### src/rtl/morse_pkg.sv
// morse_pkg: symbol codes and detector FSM encoding shared with the character decoder
package morse_pkg;
  localparam logic [1:0] SYM_NONE = 2'b00;
  localparam logic [1:0] SYM_DOT  = 2'b01;
  localparam logic [1:0] SYM_DASH = 2'b10;
  localparam logic [1:0] SYM_CHAR = 2'b11;
  typedef enum logic [1:0] {IDLE, PRESS, GAP} state_t;
  function automatic int imax(input int a, input int b);
    return a > b ? a : b;
  endfunction
endpackage

### src/rtl/morse_symbol_detector_if.sv
// morse_symbol_detector_if: raw button in, registered symbol pulse out
interface morse_symbol_detector_if;
  logic       serial_inp;
  logic [1:0] parallel_out;
  modport master(output serial_inp, input parallel_out);
  modport slave(input serial_inp, output parallel_out);
endinterface

### src/rtl/morse_debouncer.sv
// morse_debouncer: 2-FF synchroniser followed by a stability counter
module morse_debouncer #(
  parameter int DEBOUNCE_CYCLES = 1_000_000
) (
  input  logic clk,
  input  logic rst_n,
  input  logic din,
  output logic dout
);
  localparam int DW = $clog2(DEBOUNCE_CYCLES + 1);
  localparam logic [DW-1:0] LAST = DW'(DEBOUNCE_CYCLES - 1);
  logic [1:0]    s;
  logic [DW-1:0] cnt;
  logic          diff;
  assign diff = s[1] != dout;
  always_ff @(posedge clk or negedge rst_n) begin
    if (!rst_n) begin
      s    <= '0;
      cnt  <= '0;
      dout <= 1'b0;
    end else begin
      s   <= {s[0], din};
      cnt <= (diff && cnt != LAST) ? cnt + 1'b1 : '0;
      if (diff && cnt == LAST) dout <= s[1];
    end
  end
endmodule

### src/rtl/morse_symbol_detector.sv
// morse_symbol_detector: debounces the button and classifies presses/gaps into symbol pulses
module morse_symbol_detector
  import morse_pkg::*;
#(
  parameter int DEBOUNCE_CYCLES = 1_000_000,
  parameter int DOT_MAX_CYCLES  = 25_000_000,
  parameter int CHAR_GAP_CYCLES = 60_000_000
) (
  input logic                     clk,
  input logic                     rst_n,
  morse_symbol_detector_if.slave  bus
);
  localparam int CNT_W = $clog2(imax(DOT_MAX_CYCLES, CHAR_GAP_CYCLES) + 1);
  localparam logic [CNT_W-1:0] DOT_MAX = CNT_W'(DOT_MAX_CYCLES);
  localparam logic [CNT_W-1:0] GAP_MAX = CNT_W'(CHAR_GAP_CYCLES);
  localparam logic [CNT_W-1:0] ONE     = CNT_W'(1);
  logic             btn;
  state_t           state, state_n;
  logic [CNT_W-1:0] press_cnt, press_n, gap_cnt, gap_n;
  logic [1:0]       sym, sym_n;
  morse_debouncer #(.DEBOUNCE_CYCLES(DEBOUNCE_CYCLES)) u_db (
    .clk (clk),
    .rst_n(rst_n),
    .din (bus.serial_inp),
    .dout(btn)
  );
  assign bus.parallel_out = sym;
  always_ff @(posedge clk or negedge rst_n) begin
    if (!rst_n) begin
      state     <= IDLE;
      press_cnt <= '0;
      gap_cnt   <= '0;
      sym       <= SYM_NONE;
    end else begin
      state     <= state_n;
      press_cnt <= press_n;
      gap_cnt   <= gap_n;
      sym       <= sym_n;
    end
  end
  // A new press in GAP takes priority over gap expiry, so no char space is emitted then
  always_comb begin
    state_n = state;
    press_n = press_cnt;
    gap_n   = gap_cnt;
    sym_n   = SYM_NONE;
    unique case (state)
      IDLE: if (btn) begin
        state_n = PRESS;
        press_n = ONE;
      end
      PRESS: if (!btn) begin
        sym_n   = press_cnt < DOT_MAX ? SYM_DOT : SYM_DASH;
        state_n = GAP;
        gap_n   = ONE;
      end else press_n = press_cnt == DOT_MAX ? press_cnt : press_cnt + 1'b1;
      GAP: if (btn) begin
        state_n = PRESS;
        press_n = ONE;
      end else if (gap_cnt == GAP_MAX) begin
        sym_n   = SYM_CHAR;
        state_n = IDLE;
      end else gap_n = gap_cnt + 1'b1;
      default: state_n = IDLE;
    endcase
  end
endmodule
### src/flat_wrapper.sv
// flat-port wrapper written by rule: the top's interface ports become plain ports
module morse_symbol_detector_flat import morse_pkg::*;
#(
  parameter int DEBOUNCE_CYCLES = 1_000_000,
  parameter int DOT_MAX_CYCLES  = 25_000_000,
  parameter int CHAR_GAP_CYCLES = 60_000_000
)
  (clk, rst_n, bus_serial_inp, bus_parallel_out);
  morse_symbol_detector_if bus_i ();
  input logic clk;
  input logic rst_n;
  input wire logic [$bits(bus_i.serial_inp)-1:0] bus_serial_inp;
  output wire logic [$bits(bus_i.parallel_out)-1:0] bus_parallel_out;
  assign bus_i.serial_inp = bus_serial_inp;
  assign bus_parallel_out = bus_i.parallel_out;
  morse_symbol_detector #(.DEBOUNCE_CYCLES(DEBOUNCE_CYCLES), .DOT_MAX_CYCLES(DOT_MAX_CYCLES), .CHAR_GAP_CYCLES(CHAR_GAP_CYCLES)) u_core (.clk(clk), .rst_n(rst_n), .bus(bus_i));
endmodule
### config.mk
export PLATFORM = sky130hd
export DESIGN_NAME = morse_symbol_detector_flat
export DESIGN_NICKNAME = d
export VERILOG_FILES = /design/src/rtl/morse_pkg.sv /design/src/rtl/morse_symbol_detector_if.sv /design/src/rtl/morse_debouncer.sv /design/src/rtl/morse_symbol_detector.sv /design/src/flat_wrapper.sv
export SDC_FILE = /design/constraint.sdc
export NUM_CORES = 1
export LEC_CHECK = 0
export ABC_AREA = 1
export BUFFER_PORTS_ARGS = -buffer_cell sky130_fd_sc_hd__buf_2
export CORE_AREA = 3 3 120 122
export CTS_CLUSTER_DIAMETER = 150
export DETAILED_ROUTE_END_ITERATION = 7
export DIE_AREA = 0 0 123 125
export GPL_TIMING_DRIVEN = 0
export PLACE_DENSITY_LB_ADDON = 0.08
export SYNTH_ARGS = -nofsm -noshare
export SYNTH_HDL_FRONTEND = slang
export SYNTH_SLANG_ARGS = --single-unit
### constraint.sdc
create_clock -name clk -period 2.04 [get_ports clk]
set_input_delay 0.102 -clock clk [delete_from_list [all_inputs] [get_ports clk]]
set_output_delay 0.102 -clock clk [all_outputs]
set_load 0.05 [all_outputs]
# Word-level counts from Yosys, hierarchy flattened
# Index checks and enable logic that the tools add are counted.
# Widths: inputs -> output; s select.
dict set report totals {
  ff_bits 79
  inputBits 3
  out_inout_bits 2
  elab_cells 54
}
dict set report classes {
  n_addsub 3
  n_lt_le_gt_ge 1
  n_eq_ne 15
  mux 19
  reduce_logical 9
}
# cell n
set ops {}
lappend ops {{$mux 26} 6}
lappend ops {{$pmux 26 s2} 2}
lappend ops {{$add 26x1->26 const B} 2}
lappend ops {{$eq 26x25->1 const B} 1}
lappend ops {{$eq 26x26->1 const B} 1}
lappend ops {{$lt 26x25->1 const B} 1}
lappend ops {{$add 20x1->20 const B} 1}
lappend ops {{$eq 20x20->1 const B} 1}
lappend ops {{$mux 20} 1}
lappend ops {{$ne 20x20->1 const B} 1}
lappend ops {{$mux 2} 8}
lappend ops {{$ne 2x2->1 const B} 6}
lappend ops {{$reduce_and 4->1} 2}
lappend ops {{$pmux 2 s3} 1}
lappend ops {{$pmux 2 s2} 1}
lappend ops {{$reduce_bool 2->1} 2}
lappend ops {{$ne 3x2->1 const B} 1}
lappend ops {{$reduce_and 3->1} 1}
lappend ops {{$eq 2x1->1 const B} 1}
lappend ops {{$eq 2x2->1 const B} 1}
lappend ops {{$logic_and 1x1->1} 2}
lappend ops {{$logic_not 2->1} 1}
lappend ops {{$ne 2x1->1 const B} 1}
lappend ops {{$reduce_or 2->1} 1}
lappend ops {{$ne 1x1->1} 1}

# Logic depth before layout (Yosys ltp)
dict set report depth {
  depth_word 4
  ltp_mapped 12
  ltp_nobuf 11
}

# Hierarchy
# From an unflattened synthesis, not the netlist that was laid out.
dict set report unflattened {
  hier_cells 804
  hier_area_um2 5357.6
}
# mod n_inst cells_per_inst area_each_um2
set by_module_without_submodules {}
lappend by_module_without_submodules {morse_symbol_detector 1 641 4103.9}
lappend by_module_without_submodules {morse_debouncer 1 163 1253.7}

# Worst setup path before layout
# No wires, ideal clock.
dict set report synth_timing {
  path_type {reg-to-reg}
  from {register u_core.state[0]}
  to {register u_core.press_cnt[19]}
  setup_ns 0.065
  arrival_time_ns 1.601
  required_ns 1.975
  path_slack_ns 0.374
  stages_incl_launch_ff 9
  n_path_buf 1
  synth_period_minus_slack_ns 1.666
  path_cell_list {dfrtp_1 > inv_1 > ha_1 > nor2_2 > clkinv_1 > nor2_2 > buf_6 > nand2_1 > nand2_1}
}
dict set report synth_between {
  elab_chain_cells 4
}
# element line_no
set synth_rtl {}
lappend synth_rtl {{start, declared} morse_symbol_detector.sv:18} ;# state_t state, state_n;
lappend synth_rtl {{start signal, assigned} morse_symbol_detector.sv:35} ;# state <= state_n;
lappend synth_rtl {{$eq 2x2->1 / $logic_not 2->1 (equally long branches)} morse_symbol_detector.sv:47} ;# unique case (state)
lappend synth_rtl {{$reduce_or 2->1 (no line)} n/a}
lappend synth_rtl {{$ne 2x1->1 (no line) / $reduce_bool 2->1 (equally long branches)} n/a}
lappend synth_rtl {{$reduce_and 4->1 (no line)} n/a}
lappend synth_rtl {{end signal, assigned} morse_symbol_detector.sv:36} ;# press_cnt <= press_n;
lappend synth_rtl {{end, declared} morse_symbol_detector.sv:19} ;# logic [CNT_W-1:0] press_cnt, press_n, gap_cnt, gap_n;
# Several ways; a longest one is shown, not always the timed one.
# A chain may end at the register's enable or synchronous reset.

# Final worst setup path
dict set report layout_timing {
  from {register u_core.state[0]}
  to {register u_core.gap_cnt[23]}
}
dict set report layout_between {
  elab_chain_cells 3
}
# element line_no
set layout_rtl {}
lappend layout_rtl {{$eq 2x2->1 / $eq 2x1->1 (equally long branches)} morse_symbol_detector.sv:47}
lappend layout_rtl {{$ne 2x2->1 (no line) / $reduce_bool 2->1 (equally long branches)} n/a}
lappend layout_rtl {{$reduce_and 4->1 (no line)} n/a}
lappend layout_rtl {{end signal, assigned} morse_symbol_detector.sv:37} ;# gap_cnt <= gap_n;
lappend layout_rtl {{end, declared} morse_symbol_detector.sv:19}
# Several ways; a longest one is shown, not always the timed one.

==> impl_metrics.env <==
export IMPL_status="finished clean"
export IMPL_viasPerCell=4.811
export IMPL_wl_um=12720
export IMPL_area_delta_synth_final_pct=11.33
export IMPL_via_count=4782
export IMPL_netlist_area_um2=5311
export IMPL_total_power_mw=3.141
export IMPL_grt_max_degree=51
export IMPL_antenna_found_initial=0
export IMPL_synthCells=793
export IMPL_cts_tree="built"
export IMPL_ys_async_sr_fraction=1.000
export IMPL_slew_viol_final=0
export IMPL_r2r_slack_ns=0.16
export IMPL_drv_cap=0
export IMPL_core_area_um2=13300
export IMPL_clock_path_buffers=2
export IMPL_critical_path_slowest_cell="dfrtp_1"
export IMPL_num_rows=42
export IMPL_numPortBuffers=4
export IMPL_htreeDepth=3
export IMPL_critPathMaxFanout=10
export IMPL_rsz0062_at_grt="false"
export IMPL_n_fill_cell=1354
export IMPL_min_path_type="input port to async pin"
export IMPL_ios=5
export IMPL_routedWlPerCell_um=12.80
export IMPL_overflow=0
export IMPL_nets=825
export IMPL_finClkSkew_ns=0.006332
export IMPL_numCtsBuffers=9
export IMPL_yosysSeqAreaShare=0.3722
export IMPL_drt_initial_drc_count=329
export IMPL_gp_congestion=0.8930
export IMPL_ys_flop_type="dfrtp_1"
export IMPL_yosysWarnings=0
export IMPL_avgSynthCellArea_um2=6.698
export IMPL_path_cells="inv_1 -> ha_1 -> inv_1 -> nor2_4 -> nand2_4 -> buf_12 -> buf_12 -> nand3_1 -> nand2_1"
export IMPL_synth_nets=805
export IMPL_die_x_um=123
export IMPL_hold_violations=0
export IMPL_ys_ff_latch=79
export IMPL_peakVddDrop_uv=325.4
export IMPL_grt_first_pass_wirelength_um=21770
export IMPL_slew_headroom=0.6154
export IMPL_path_clk_slew_ns=0.06
export IMPL_start_kind="flop"
export IMPL_cp_arrival_ns=2.10
export IMPL_min_period_ns=1.878
export IMPL_synth_edf_count=0
export IMPL_fmax_mhz=532.4
export IMPL_post_route_util=0.4448
export IMPL_worst_slack_ns=0.1619
export IMPL_grt_pass1_vias=4393
export IMPL_fp_dieH_um=125
export IMPL_p_per_area_nw_per_um2=531.3
export IMPL_pre_cts_slack_ns=-0.1959
export IMPL_clock_sinks=79
export IMPL_dr_pass1_iters=5
export IMPL_route_detailed_drc=0
export IMPL_end_kind="flop"
export IMPL_cts_root_buffer="clkbuf_16"
export IMPL_setup_tns_ns=0
export IMPL_final_period_utilization=0.9206
export IMPL_grt_usage=0.1760
export IMPL_initial_core_util=0.3995
export IMPL_clk_latency_ns=0.34
export IMPL_worstMarginPinSlew_ns=0.5769
export IMPL_dp_hpwl_um=9622
export IMPL_critPathMaxStageDelay_ns=0.46
export IMPL_worst_setup_path_type="flop to flop"
export IMPL_power_leakage_nw=2.588
export IMPL_final_antenna_net_count=0
export IMPL_n_antenna_cell=0
export IMPL_required_ns=2.26
export IMPL_setup_viol=0
export IMPL_synth_distinct_cells=30
export IMPL_dieArea_um2=15380
export IMPL_final_layout_size_suffix_gt1_frac=0.07946
per-layer routing:
layer | GRT usage | wire, um
met1 | 0.2680 | 6567
met2 | 0.2573 | 5463
met3 | 0.02529 | 493
met4 | 0.05407 | 197
met5 | 0 | 0
synth_stat cells (2+ instances only):
master,instances,area [um2]
o21ai_2,3,26.28
buf_12,2,40.04
nor2_2,10,62.56
xor2_1,29,254.0
nor3_1,11,55.05
xnor2_1,8,70.07
buf_2,5,25.02
o21ai_1,3,15.01
nand4_1,18,112.6
or2_2,2,12.51
nand2_2,3,18.77
nand2_4,4,45.04
nand3_1,69,345.3
inv_1,73,274.0
dfrtp_1,79,1977
clkbuf_1,2,7.510
o21ai_0,15,75.07
ha_1,9,112.6
nor2_1,149,559.3
nand2_1,271,1017
nand3_2,2,20.02
buf_6,3,33.78
nor3b_1,7,52.55
buf_4,3,22.52
a21oi_1,8,40.04
where the power goes:
| group | internal [mW] | leakage [nW] | switching, mW |
|---|---|---|---|
| Sequential | 1.57 | 1.10 | 0.00694 |
| Clock | 0.882 | 0.142 | 0.619 |
| Combinational | 0.0150 | 1.35 | 0.0440 |
| Total | 2.47 | 2.59 | 0.670 |
per-stage QoR:
stage | std cells | hold WS, ns | cell area, um2
global placement | 973 | 0.2135 | 5552
finish | 994 | 0.2394 | 5913
CTS | 992 | 0.2367 | 5884
global route | 994 | 0.2847 | 5913
floorplan | 793 | -0.1936 | 5311
detailed placement | 974 | 0.06755 | 5582
cells by family after synthesis:
kind of cell | synth area share
and+or+nand+nor | 0.4368
buffers and inverters | 0.07726
DFF | 0.3722
xor gates and xnor gates | 0.06101
AOI/OAI and AO/OA | 0.03157
adders and majority gates | 0.02120
cell type report:
type                            instances  area (um2)  area share
Tap cell                              176       220.2     0.03724
Inverter                               75       282.8     0.04782
Clock buffer                           12       256.5     0.04338
Timing Repair Buffer                   10       92.59     0.01566
Sequential cell                        79        1977      0.3343
Multi-Input combinational cell        624        2940      0.4972
Buffer                                 14       123.9     0.02095
Clock inverter                          4       20.02    0.003386
layout by cell type, fill, tap and decap left out, types with 8 or more instances in the layout:
master and count:
nand2_1 270, nor2_1 149, dfrtp_1 79, inv_1 73, nand3_1 69, xor2_1 29, nand4_1 18, o21ai_0 15
nor3_1 11, ha_1 9, clkbuf_16 9, xnor2_1 8, nor2_2 8
flip-flops by register name (all words and copies together), names as in the netlist:
name,count
u_core.press_cnt,26
u_core.gap_cnt,26
u_core.bus.parallel_out,2
u_core.u_db.cnt,20
u_core.state,2
u_core.u_db.s,2
u_core.u_db.dout,1
worst max-delay path, delay by kind of cell (launching register included):
family	cells	cell delay [ns]
adder cells (fa/ha/maj)	1	0.28
buffers and inverters	4	0.56
flip-flops	1	0.46
AND/OR/NAND/NOR	4	0.46
path summary, 6_finish.rpt:
path                                  start                    to  cells after the start
max reg2reg                 u_core.state[0]    u_core.gap_cnt[23]                      9
max                         u_core.state[0]    u_core.gap_cnt[23]                      9
min reg2reg                u_core.u_db.s[0]      u_core.u_db.s[1]                      0
min in group clk           u_core.u_db.s[0]      u_core.u_db.s[1]                      0
max in group asynchronous             rst_n     u_core.gap_cnt[3]                      3
min                                   rst_n  u_core.press_cnt[21]                      2
timing repair:
item | CTS | global route
hold endpoints to repair | 30 | 0
gates cloned | 0 | 0
setup endpoints to repair | 13 | 50
resized for setup | 2 | 3
pin swaps | 0 | 1
hold buffers | 2 | 0
setup buffers | 0 | 3
Power figures use the tool's default switching activity.
